===== src/rtl/inst_prefetch_buf_if.sv =====
// Fetch bus bundle for inst_prefetch_buf: instruction-memory req/ack handshake,
// IF/ID head-of-queue outputs, downstream stall and branch redirect.
interface inst_prefetch_buf_if;
   logic        mem_req_o;
   logic [31:0] mem_addr_o;
   logic        mem_ack_i;
   logic [31:0] mem_rdata_i;
   logic        stall_i;
   logic        flush_i;
   logic [31:0] flush_pc_i;
   logic        if_valid_o;
   logic [31:0] if_pc_o;
   logic [31:0] if_inst_o;

   modport master (
      output mem_req_o, mem_addr_o, if_valid_o, if_pc_o, if_inst_o,
      input  mem_ack_i, mem_rdata_i, stall_i, flush_i, flush_pc_i
   );

   modport slave (
      input  mem_req_o, mem_addr_o, if_valid_o, if_pc_o, if_inst_o,
      output mem_ack_i, mem_rdata_i, stall_i, flush_i, flush_pc_i
   );
endinterface


===== src/rtl/inst_prefetch_buf.sv =====
// Instruction fetch stage: sequential fetch FSM with req/ack memory handshake feeding a {pc, inst} FIFO.
// Define FETCH_STAT_EN to add bubble_cnt_o / drop_cnt_o statistics counters.
module inst_prefetch_buf #(
   parameter int unsigned DEPTH    = 4,
   parameter logic [31:0] RESET_PC = 32'h0000_0000
) (
   input  logic                 clk,
   input  logic                 rst,
   inst_prefetch_buf_if.master  bus
`ifdef FETCH_STAT_EN
   ,
   output logic [31:0]          bubble_cnt_o,
   output logic [31:0]          drop_cnt_o
`endif
);
   // state | meaning
   // IDLE  | no request outstanding; waits for FIFO room
   // REQ   | request at fetch_pc outstanding; response pushed on ack
   // DROP  | pre-flush request still outstanding; response discarded on ack
   localparam logic [1:0] IDLE = 2'd0;
   localparam logic [1:0] REQ  = 2'd1;
   localparam logic [1:0] DROP = 2'd2;

   localparam int unsigned AW = $clog2(DEPTH);
   localparam int unsigned CW = AW + 1;
   localparam logic [CW-1:0] FULL = CW'(DEPTH);

   logic [1:0]    state, state_nx;
   logic [31:0]   fetch_pc, fetch_pc_nx;
   logic [AW-1:0] wr_ptr, rd_ptr;
   logic [CW-1:0] count, count_after;
   logic          push, pop;
   logic [31:0]   pc_mem   [DEPTH];
   logic [31:0]   inst_mem [DEPTH];
   logic          unused_flush_lsb;

   assign unused_flush_lsb = ^bus.flush_pc_i[1:0];

   assign bus.if_valid_o = (count != '0);
   assign bus.if_pc_o    = bus.if_valid_o ? pc_mem[rd_ptr]   : 32'd0;
   assign bus.if_inst_o  = bus.if_valid_o ? inst_mem[rd_ptr] : 32'd0;

   assign pop         = bus.if_valid_o && !bus.stall_i;
   assign count_after = count + CW'(1) - CW'(pop);

   always_comb begin
      state_nx    = state;
      fetch_pc_nx = fetch_pc;
      push        = 1'b0;
      if (bus.flush_i) begin
         fetch_pc_nx = {bus.flush_pc_i[31:2], 2'b00};
         // a pending unacked request cannot be withdrawn, so wait it out in DROP
         state_nx    = (state != IDLE && !bus.mem_ack_i) ? DROP : REQ;
      end else begin
         case (state)
            IDLE: if (count < FULL) state_nx = REQ;
            REQ: if (bus.mem_ack_i) begin
               push        = 1'b1;
               fetch_pc_nx = fetch_pc + 32'd4;
               state_nx    = (count_after < FULL) ? REQ : IDLE;
            end
            DROP: if (bus.mem_ack_i) state_nx = REQ;
            default: state_nx = IDLE;
         endcase
      end
   end

   always_ff @(posedge clk or negedge rst) begin
      if (!rst) begin
         state          <= IDLE;
         fetch_pc       <= RESET_PC;
         bus.mem_req_o  <= 1'b0;
         bus.mem_addr_o <= RESET_PC;
         wr_ptr         <= '0;
         rd_ptr         <= '0;
         count          <= '0;
      end else begin
         state         <= state_nx;
         fetch_pc      <= fetch_pc_nx;
         bus.mem_req_o <= (state_nx != IDLE);
         if (state_nx != DROP) bus.mem_addr_o <= fetch_pc_nx;
         if (bus.flush_i) begin
            wr_ptr <= '0;
            rd_ptr <= '0;
            count  <= '0;
         end else begin
            if (push) wr_ptr <= wr_ptr + AW'(1);
            if (pop)  rd_ptr <= rd_ptr + AW'(1);
            count <= count + CW'(push) - CW'(pop);
         end
      end
   end

   always_ff @(posedge clk) begin
      if (push) begin
         pc_mem[wr_ptr]   <= fetch_pc;
         inst_mem[wr_ptr] <= bus.mem_rdata_i;
      end
   end

`ifdef FETCH_STAT_EN
   logic drop_evt;
   assign drop_evt = bus.mem_ack_i && ((state == DROP) || (state == REQ && bus.flush_i));

   always_ff @(posedge clk or negedge rst) begin
      if (!rst) begin
         bubble_cnt_o <= 32'd0;
         drop_cnt_o   <= 32'd0;
      end else begin
         if (!bus.if_valid_o) bubble_cnt_o <= bubble_cnt_o + 32'd1;
         if (drop_evt)        drop_cnt_o   <= drop_cnt_o + 32'd1;
      end
   end
`endif
endmodule


===== src/flat_wrapper.sv =====
// flat-port wrapper written by rule: the top's interface ports become plain ports
module inst_prefetch_buf_flat 
#(
   parameter int unsigned DEPTH    = 4,
   parameter logic [31:0] RESET_PC = 32'h0000_0000
)
  (clk, rst, bus_mem_req_o, bus_mem_addr_o, bus_if_valid_o, bus_if_pc_o, bus_if_inst_o, bus_mem_ack_i, bus_mem_rdata_i, bus_stall_i, bus_flush_i, bus_flush_pc_i);
  inst_prefetch_buf_if bus_i ();
  input  logic clk;
  input  logic rst;
  output wire logic [$bits(bus_i.mem_req_o)-1:0] bus_mem_req_o;
  output wire logic [$bits(bus_i.mem_addr_o)-1:0] bus_mem_addr_o;
  output wire logic [$bits(bus_i.if_valid_o)-1:0] bus_if_valid_o;
  output wire logic [$bits(bus_i.if_pc_o)-1:0] bus_if_pc_o;
  output wire logic [$bits(bus_i.if_inst_o)-1:0] bus_if_inst_o;
  input wire logic [$bits(bus_i.mem_ack_i)-1:0] bus_mem_ack_i;
  input wire logic [$bits(bus_i.mem_rdata_i)-1:0] bus_mem_rdata_i;
  input wire logic [$bits(bus_i.stall_i)-1:0] bus_stall_i;
  input wire logic [$bits(bus_i.flush_i)-1:0] bus_flush_i;
  input wire logic [$bits(bus_i.flush_pc_i)-1:0] bus_flush_pc_i;
  assign bus_mem_req_o = bus_i.mem_req_o;
  assign bus_mem_addr_o = bus_i.mem_addr_o;
  assign bus_if_valid_o = bus_i.if_valid_o;
  assign bus_if_pc_o = bus_i.if_pc_o;
  assign bus_if_inst_o = bus_i.if_inst_o;
  assign bus_i.mem_ack_i = bus_mem_ack_i;
  assign bus_i.mem_rdata_i = bus_mem_rdata_i;
  assign bus_i.stall_i = bus_stall_i;
  assign bus_i.flush_i = bus_flush_i;
  assign bus_i.flush_pc_i = bus_flush_pc_i;
  inst_prefetch_buf #(.DEPTH(DEPTH), .RESET_PC(RESET_PC)) u_core (.clk(clk), .rst(rst), .bus(bus_i));
endmodule

===== config.mk =====
export PLATFORM = sky130hd
export DESIGN_NAME = inst_prefetch_buf_flat
export DESIGN_NICKNAME = d
export VERILOG_FILES = /design/src/rtl/inst_prefetch_buf_if.sv /design/src/rtl/inst_prefetch_buf.sv /design/src/flat_wrapper.sv
export SDC_FILE = /design/constraint.sdc
export NUM_CORES = 1
export LEC_CHECK = 0
export BUFFER_PORTS_ARGS = -buffer_cell sky130_fd_sc_hd__buf_2
export CORE_MARGIN = 2
export CORE_UTILIZATION = 45
export CTS_CLUSTER_SIZE = 20
export DETAILED_ROUTE_END_ITERATION = 10
export SLEW_MARGIN = 20
export SYNTH_ARGS = -nofsm -noshare
export SYNTH_HDL_FRONTEND = slang
export SYNTH_SLANG_ARGS = --single-unit
export TNS_END_PERCENT = 5

===== constraint.sdc =====
create_clock -name clk -period 3.4 [get_ports clk]
set_clock_uncertainty 0.2 [all_clocks]
set_input_delay 0.68 -clock clk [delete_from_list [all_inputs] [get_ports clk]]
set_output_delay 0.68 -clock clk [all_outputs]
set_load 0.05 [all_outputs]

### Word level (Yosys, flattened, before mapping)

Memory sizes are Yosys's and may differ from the RTL's.
Cells that the tools add are included.

* input bits: 69
* memories: 2
* bits in writable memories: 256
* logic and storage cells: 53
* register bits after elaboration: 74
* output and inout port bits: 98

* reduce and logical (&&, ||, !) cells: 10
* mux-type cells: 22
* equality and inequality tests: 3
* add/sub/neg operators: 7
* order comparisons: 2

Memory list
* u_core.inst_mem: words 4, bits a word 32, read ports 1, clocked after Yosys merged registers in 0, wr ports 1, RTL line inst_prefetch_buf.sv:34 `logic [31:0] inst_mem [DEPTH];`
* u_core.pc_mem: words 4, bits a word 32, read ports 1, clocked after Yosys merged registers in 0, wr ports 1, RTL line inst_prefetch_buf.sv:33 `logic [31:0] pc_mem [DEPTH];`

Operators with widths (number)
* two-way mux 32 bit: 5
* adder 32 x 3 -> 32 bit, second input constant: 1
* two-way mux 2 bit: 9
* nonzero test 2 bit: 4
* < comparator 3 bit, second input constant: 2
* two-way mux 1 bit: 6
* case mux 2 bit (3 select lines): 1
* subtractor 3 x 1 -> 3 bit: 2
* adder 2 x 1 -> 2 bit, second input constant: 2
* adder 3 x 1 -> 3 bit: 1
* adder 3 x 1 -> 3 bit, second input constant: 1
* two-way mux 3 bit: 1
* nonzero test 3 bit: 1
* == test 2 x 1 -> 1 bit, second input constant: 1
* == test 2 bit, second input constant: 1
* logical AND 1 bit: 2
* zero test 1 bit: 2
* zero test 2 bit: 1
* inequality test 2 bit, second input constant: 1

### Logic depth before layout (Yosys ltp)

Gate-level depths: netlist of run 1.

* word-level depth: 9
* mapped depth: 10
* depth with buffers taken out: 10

### Worst setup path before layout of run 1

OpenSTA, ideal clock, no wires.

* kind: input to register
* start: in bus_flush_i
* end: mem u_core.inst_mem[0][0], enable pin
* cell stages on the path: 4
* arrival: 2.789 ns
* required time: 2.771 ns
* library setup time: 0.429 ns
* buffers on the path: 2
* setup slack: -0.018 ns
* cell sequence: clkbuf_1 clkbuf_1 nor2_1 and2_1

* longest elaborated chain between the ends: 3

RTL lines
* start, declared: RTL line flat_wrapper.sv:19 `input wire logic [$bits(bus_i.flush_i)-1:0] bus_flush_i;`
* two-way mux 1 bit: RTL line inst_prefetch_buf.sv:50 `if (bus.flush_i) begin`
* two-way mux 1 bit: RTL line inst_prefetch_buf.sv:95 `if (push) begin`
* two-way mux 1 bit (implied by the code): RTL line inst_prefetch_buf.sv:97 `inst_mem[wr_ptr] <= bus.mem_rdata_i;`
* end, declared: RTL line inst_prefetch_buf.sv:34

Every way passes these cells.

### Final worst setup path of run 1

* start: reg u_core.rd_ptr[0]
* end: out bus_if_pc_o[15]

* longest elaborated chain between the ends: 2

RTL lines
* start, declared: RTL line inst_prefetch_buf.sv:30 `logic [AW-1:0] wr_ptr, rd_ptr;`
* start signal, assigned: RTL line inst_prefetch_buf.sv:88 `if (pop) rd_ptr <= rd_ptr + AW'(1);`
* memory read (4 x 32 bit)
* two-way mux 32 bit: RTL line inst_prefetch_buf.sv:40 `assign bus.if_pc_o = bus.if_valid_o ? pc_mem[rd_ptr] : 32'd0;`
* end, declared: RTL line flat_wrapper.sv:14 `output wire logic [$bits(bus_i.if_pc_o)-1:0] bus_if_pc_o;`

Every way passes these cells.

==> summary.md, run 1 <==
| Metric | Value |
|---|---|
| Post-CTS Setup Inserts | `0` |
| Fmax | `0.311 GHz` |
| WS Path Type | `reg -> out` |
| Power share of the combinational group | `32.2%` |
| Synth cell types | `49` |
| First-pass GRT wire length | `43.1 mm` |
| R2r worst-path depth | `10` |
| DRC viols | `0` |
| Sequential-to-total area share from yosys stat | `71.5%` |
| Later-pin clock latency in the skew report | `500 ps` |
| CTS tree | `built` |
| Root Buffer | `clkbuf_16` |
| CTS Buf Count | `36` |
| Via count | `7271` |
| Static leakage | `5.87 nW` |
| Syn-to-layout area delta | `19.5%` |
| Ys async rst share | `22.4%` |
| Starting Density | `45.4%` |
| RSZ-0062 raised after global routing | `no` |
| Clock transition at path regs | `60 ps` |
| Main synth FF type | `edfxtp_1` |
| Final Hold Fails | `0` |
| Maximum clock path buffer count | `3` |
| Number of fillers in the final layout | `2381` |
| DRT Pass-1 Iters | `4` |
| Crit path from | `u_core.rd_ptr[0]` |
| Ys Warns | `0` |
| Layout Cells excl Fill | `1367` |
| Worst IR drop on VDD | `0.000369 V` |
| Status | `finished, final reports clean` |
| Critical-path maximum fanout | `15` |
| Hold Crit Class | `in -> async` |
| Setup TNS Final | `0 ps` |
| Clk pwr share | `29.5%` |
| GRT Residual Overflow | `0` |
| Syn Nets | `840` |
| GP Congestion | `0.751` |
| CP Data Arrival Time | `2330 ps` |
| Final Util | `54.2%` |
| Startpoint types | `register` |
| HPWL after DPL | `17.5 mm` |
| Cell Int Power | `0.00812 W` |
| Port bufs | `164` |
| H-tree level count | `2` |
| Antenna violations before repair | `0` |
| MaxCap Viol Count | `0` |
| # IOs | `167` |
| Final Setup Violations | `0` |
| Routed Antenna Nets | `0` |
| Pre-CTS setup slack | `654 ps` |
| Final Cycle Share | `94.5%` |
| Largest net degree at the start of global routing | `66` |
| Total track usage | `18.3%` |
| Number of global-route vias before repair | `7542` |
| Die Area | `31000 sq um` |
| CTS resizes | `0` |
| Pwr/cell area | `793 nW/um^2` |
| RR Endpoint | `u_core.count[2]` |
| Syn_area_per_cell | `17.5 sq um` |
| Post-Syn Instances | `762` |
| EDFF count, synth | `256` |
| R2R Setup Slk | `700 ps` |
| Die Ht | `176 um` |
| End of the critical path | `bus_if_pc_o[15]` |
| Max Slew Vio Count | `0` |
| Setup crit end kind | `primary output` |
| Drt total wl | `28.1 mm` |
| DRT iter0 DRCs | `508` |
| Critical R2R Launch | `u_core.count[1]` |
| Switching power total | `0.00452 W` |
| Vias/cell | `5.32` |
| Yosys reg bits | `330` |
| Average routed wire per standard cell | `20.5 um` |
| Slew HR | `51.7%` |
| Sw Share | `35.8%` |
| WP data required | `2520 ps` |
| Worst Tran Pin Value | `724 ps` |
| Setup WS post-layout | `188 ps` |
| Seq pwr share | `38.3%` |
| Final #Nets | `1029` |
| Die Width | `176 um` |
| CTS Sinks | `330` |
| Share of layout cells above drive strength 1 | `34.4%` |
| Placed cell count | `1303` |
| Hold buffers post-CTS | `0` |
| Total power | `0.0126 W` |
| Netlist Area Pre-Place | `13300 sq um` |
| Row Count | `63` |
| Core ar. | `29400 sq um` |
| Final Critical Period | `3210 ps` |
==> per-layer routing <==
metal | vias up | track usage [%] | routed length (um)
li1 | 3317 | - | -
met1 | 3715 | 25.9 | 12600
met2 | 200 | 29.7 | 13500
met3 | 39 | 3.04 | 1500
met4 | 0 | 5.41 | 506
met5 | - | 0 | 0
==> final cells by class <==
type	instances	area [sq um]	area share, %
Multi-Input combinational cell	378	3590	22.6
Clock inverter	10	97.6	0.613
Tap cell	390	488	3.06
Sequential cell	330	9550	59.9
Clock buffer	53	1030	6.45
Inverter	15	56.3	0.353
Antenna cell	1	2.50	0.0157
Timing Repair Buffer	190	1120	7.02
==> cell usage after synthesis, types with 2 or more instances <==
cell type	instances	share of area, %
or4_1	2	0.11
nor4_1	3	0.14
inv_1	15	0.42
xnor2_1	14	0.92
ha_1	8	0.75
mux2_2	20	1.7
clkbuf_1	25	0.70
nand3_1	19	0.71
edfxtp_1	256	58
buf_1	7	0.20
nand4_1	8	0.38
o21ai_0	14	0.53
a21oi_1	11	0.41
nor2_1	28	0.79
and2_1	71	3.3
and3_1	16	0.75
a221o_1	10	0.75
nor2b_1	4	0.19
mux4_2	64	11
dfrtp_1	74	14
o211ai_1	2	0.11
buf_2	6	0.23
a221oi_2	2	0.23
mux2i_1	2	0.15
or3_1	5	0.23
nand2_1	31	0.87
xor2_1	17	1.1
nor3_1	4	0.15
a221oi_1	4	0.26
==> worst min path at each step <==
| stage | slack, ps | cells past startpoint | endpoint | from |
|---|---|---|---|---|
| finish | 30 | 1 | u_core.bus.mem_addr_o[26] | rst |
| global route | 90 | 1 | u_core.bus.mem_addr_o[26] | rst |
| CTS | 50 | 1 | u_core.bus.mem_addr_o[23] | rst |
| detailed placement | 250 | 2 | u_core.bus.mem_addr_o[3] | u_core.bus.mem_addr_o[3] |
| global placement | 250 | 2 | u_core.bus.mem_addr_o[4] | u_core.bus.mem_addr_o[4] |
| floorplan | 180 | 0 | u_core.bus.mem_addr_o[0] | rst |
==> state kept, by name, summed over array words and instances, names as in the netlist <==
signal	count
u_core.wr_ptr	2
u_core.count	3
u_core.bus.mem_req_o	1
u_core.pc_mem	128
u_core.inst_mem	128
u_core.state	2
u_core.bus.mem_addr_o	32
u_core.fetch_pc	32
u_core.rd_ptr	2
==> cells by family (layout without fill, tap and decap cells) <==
family / Yosys count / in the layout / share of synthesized area (%)
buffers and inverters: 54 / 268 / 1.59
other: 0 / 1 / 0
AO/OA/AOI/OAI: 49 / 49 / 2.63
multiplexers: 86 / 86 / 12.6
XOR/XNOR: 31 / 31 / 2.04
adder cells (fa/ha/maj): 9 / 9 / 0.901
AND/OR/NAND/NOR: 203 / 203 / 8.66
flip-flops: 330 / 330 / 71.5
==> cell usage in the layout, fill, tap and decap left out, drive strengths merged, types with 9 or more instances in the layout <==
cell type	instances
edfxtp	256
buf	190
dfrtp	74
and2	71
mux4	64
clkbuf	53
nand2	31
nor2	28
mux2	20
nand3	19
xor2	17
and3	17
inv	15
o21ai	14
xnor2	14
a21oi	11
a221o	10
nand4	9
==> stage by stage <==
stage / hold WS, ps / instance area (sq um)
after floorplan: 184 / 13300
final: 30.4 / 15900
after global placement: 254 / 14800
after CTS: 53.8 / 15900
after detailed placement: 253 / 14800
after global routing: 87.3 / 15900
==> power by group through the flow <==
stage	Combinational (W)	Clock, W	Sequential, W
6_report	0.00407	0.00372	0.00484
5_1_grt	0.00432	0.00398	0.00488
4_1_cts	0.00414	0.00382	0.00485
3_5_place_dp	0.00413	0	0.00493
3_3_place_gp	0.00412	0	0.00492
2_1_floorplan	0.00293	0	0.00506
==> critical path, cell delays in order, from the launching register on <==
cell	delay, ps
dfrtp_4	540
buf_4	360
mux4_2	530
and2_1	190
buf_2	210
Power figures use the tool's default switching activity.
==> run 2, diff against run 1 <==
--- a/config.mk
+++ b/config.mk
@@ -10,6 +10,7 @@
 export CORE_UTILIZATION = 45
 export CTS_CLUSTER_SIZE = 20
 export DETAILED_ROUTE_END_ITERATION = 10
+export PLACE_DENSITY_LB_ADDON = 0.15
 export SLEW_MARGIN = 20
 export SYNTH_ARGS = -nofsm -noshare
 export SYNTH_HDL_FRONTEND = slang
==> run 2 against run 1 <==
Register-to-register slack is essentially flat. Sequential cell count unchanged. Global-route usage is 0.067 points lower. Clock power is 3% lower. Non-clock buffer count rose by 2. Sequential power is essentially flat. Die area stayed put. Combinational power grew 1%. Power fell by 0.88%. First-iteration DRC count down 11%. Worst setup slack improved by 31 ps.
==> summary.md, run 2 (synthesis gave the netlist of run 1 again) <==
| Metric | Value |
|---|---|
| Crit path cell chain | `or3_2 > buf_4 > and2_1 > buf_2` |
| Maximum clock path buffer count | `3 (unchanged)` |
| Min-delay src | `bus_mem_rdata_i[11]` |
| Largest net degree at the start of global routing | `66 (unchanged)` |
| Fmax | `0.314 GHz (+0.97%)` |
| Status | `finished, final reports clean` |
| Final Hold Fails | `0 (unchanged)` |
| DRT iter0 DRCs | `450 (-11%)` |
| # IOs | `167 (unchanged)` |
| Final #Nets | `1031 (+0.19%)` |
| Final Critical Period | `3180 ps (-30.8 ps)` |
| GRT Residual Overflow | `0 (unchanged)` |
| Final Setup Violations | `0 (unchanged)` |
| Port bufs | `164 (unchanged)` |
| CTS resizes | `0 (unchanged)` |
| Core ar. | `29400 sq um (unchanged)` |
| Later-pin clock latency in the skew report | `500 ps (about the same)` |
| Worst path max stage delay | `480 ps (-60 ps)` |
| WS Path Type | `reg -> out` |
| WHS Path Cells | `1` |
| DRT Pass-1 Iters | `4 (unchanged)` |
| WP data required | `2520 ps (about the same)` |
| R2R Setup Slk | `690 ps (about the same)` |
| Post-DP Area | `14800 sq um (about the same)` |
| MaxCap Viol Count | `0 (unchanged)` |
| Area occupied by multi-input gates | `3590 sq um (unchanged)` |
| Routed Antenna Nets | `0 (unchanged)` |
| H-tree level count | `2 (unchanged)` |
| First-pass GRT wire length | `43.4 mm (+0.67%)` |
| Number of fillers in the final layout | `2415 (+1.4%)` |
| Antenna violations before repair | `0 (unchanged)` |
| RSZ-0062 raised after global routing | `no` |
| Final Cell Area | `15900 sq um (-0.23%)` |
| Average routed wire per standard cell | `20.5 um (about the same)` |
| Drt total wl | `28.0 mm (-0.10%)` |
| GP Congestion | `0.779 (+3.8%)` |
| Total power | `0.0125 W (-0.88%)` |
| Biggest regs | `u_core.inst_mem: 128 flops, u_core.pc_mem: 128 flops` |
| Vias/cell | `5.34 (+0.44%)` |
| Die Width | `176 um (unchanged)` |
| R2r worst-path depth | `10 (unchanged)` |
| Leading cell types in the layout, fill and taps excluded | `edfxtp_1 (256), buf_2 (163), dfrtp_1 (72)` |
| Critical-path maximum fanout | `65 (+50)` |
| Number of global-route vias before repair | `7563 (+0.28%)` |
| DRC viols | `0 (unchanged)` |
| Root Buffer | `clkbuf_16` |
| Seq. cell area | `9540 sq um (about the same)` |
| Clock transition at path regs | `60 ps (about the same)` |
| Die Ht | `176 um (unchanged)` |
| Commonest non-fill, non-tap cell in the layout | `edfxtp_1` |
| Critical R2R Launch | `u_core.count[1]` |
| Hold Crit Class | `in -> reg` |
| Syn-to-layout area delta | `19.2%` |
| Slew HR | `53.5% (+1.8 points)` |
| Die Area | `31000 sq um (unchanged)` |
| Share of layout cells above drive strength 1 | `34.4% (about the same)` |
| Via count | `7292 (+0.29%)` |
| Row Count | `63 (unchanged)` |
| Hold EP | `u_core.inst_mem[3][11]` |
| Final Cycle Share | `93.6% (-0.91 points)` |
| CTS tree | `built` |
| Pwr/cell area | `788 nW/um^2 (-0.66%)` |
| Slowest CP cell | `or3_2` |
| Pre-CTS setup slack | `678 ps (+24.8 ps)` |
| Worst IR drop on VDD | `0.000365 V (-0.95%)` |
| Startpoint types | `register` |
| Static leakage | `5.85 nW (-0.34%)` |
| Worst Tran Pin Value | `697 ps (-27.1 ps)` |
| Setup crit end kind | `primary output` |
| Max Slew Vio Count | `0 (unchanged)` |
| RR Endpoint | `u_core.count[2]` |
| CTS Buf Count | `36 (unchanged)` |
| Total track usage | `18.3% (-0.067 points)` |
| Starting Density | `45.4% (unchanged)` |
| CP Data Arrival Time | `2300 ps (-30 ps)` |
| Final Util | `54.1% (-0.12 points)` |
| HPWL after DPL | `17.3 mm (-1.1%)` |
| Setup WS post-layout | `219 ps (+30.8 ps)` |
| Setup TNS Final | `0 ps (unchanged)` |
| CTS Sinks | `330 (unchanged)` |
[run 2: cell count changes in the layout (fill, tap and decap cells not counted), sizes merged]
| cell | before | now |
|---|---|---|
| clkbuf | 53 | 51 |
| clkinv | 8 | 6 |
| buf | 190 | 191 |
| bufinv | 2 | 1 |
| clkinvlp | 0 | 1 |
| dlygate4sd3 | 0 | 1 |
[run 2: power by group]
| part | internal (W) | switching (W) |
|---|---|---|
| Clock | 0.00213 | 0.00147 |
| Sequential | 0.00463 | 0.000187 |
| Combinational | 0.00126 | 0.00286 |
| Total | 0.00801 | 0.00451 |
[run 2: worst max path at each step]
stage	from	to	slack (ps)	depth (start not counted)
floorplan	bus_flush_i	u_core.inst_mem[1][0]	-20	4
global placement	bus_mem_ack_i	u_core.bus.mem_addr_o[31]	680	6
detailed placement	bus_mem_ack_i	u_core.bus.mem_addr_o[25]	680	6
CTS	u_core.count[1]	bus_if_pc_o[30]	170	4
global route	u_core.count[1]	bus_if_inst_o[1]	100	4
finish	u_core.count[1]	bus_if_pc_o[30]	220	4
[run 2: repair_timing]
item | CTS | global route
buffers inserted | 0 | 0
hold endpoints to repair | 39 | 0
hold buffers | 1 | 0
[run 2: through the flow]
| step | instances | hold WS, ps |
|---|---|---|
| global placement | 1304 | 259 |
| global route | 1364 | 181 |
| CTS | 1364 | 166 |
| finish | 1365 | 189 |
| detailed placement | 1304 | 264 |
| floorplan | 762 | 184 |
[run 2: cell type report]
| cell class | instances | area share, % |
|---|---|---|
| inverter | 15 | 0.354 |
| timing repair buffer | 192 | 7.15 |
| antenna | 1 | 0.0157 |
| clock buffer | 51 | 6.34 |
| tap | 390 | 3.07 |
| clock inverter | 8 | 0.409 |
| multi-input combinational | 378 | 22.6 |
| sequential | 330 | 60.0 |
[run 2: critical path: cells and delay by family, from the launching register on]
kind	cells	cell delay, ps
buffers and inverters	2	580
DFF	1	440
and+or+nand+nor	2	760
[run 2: metal layers]
layer	vias up	global-route usage, %	share of wire (%)
li1	3315	-	-
met1	3746	25.2	44
met3	47	3.01	5.1
met5	-	0	0
met2	184	30.4	49
met4	0	4.96	2.0
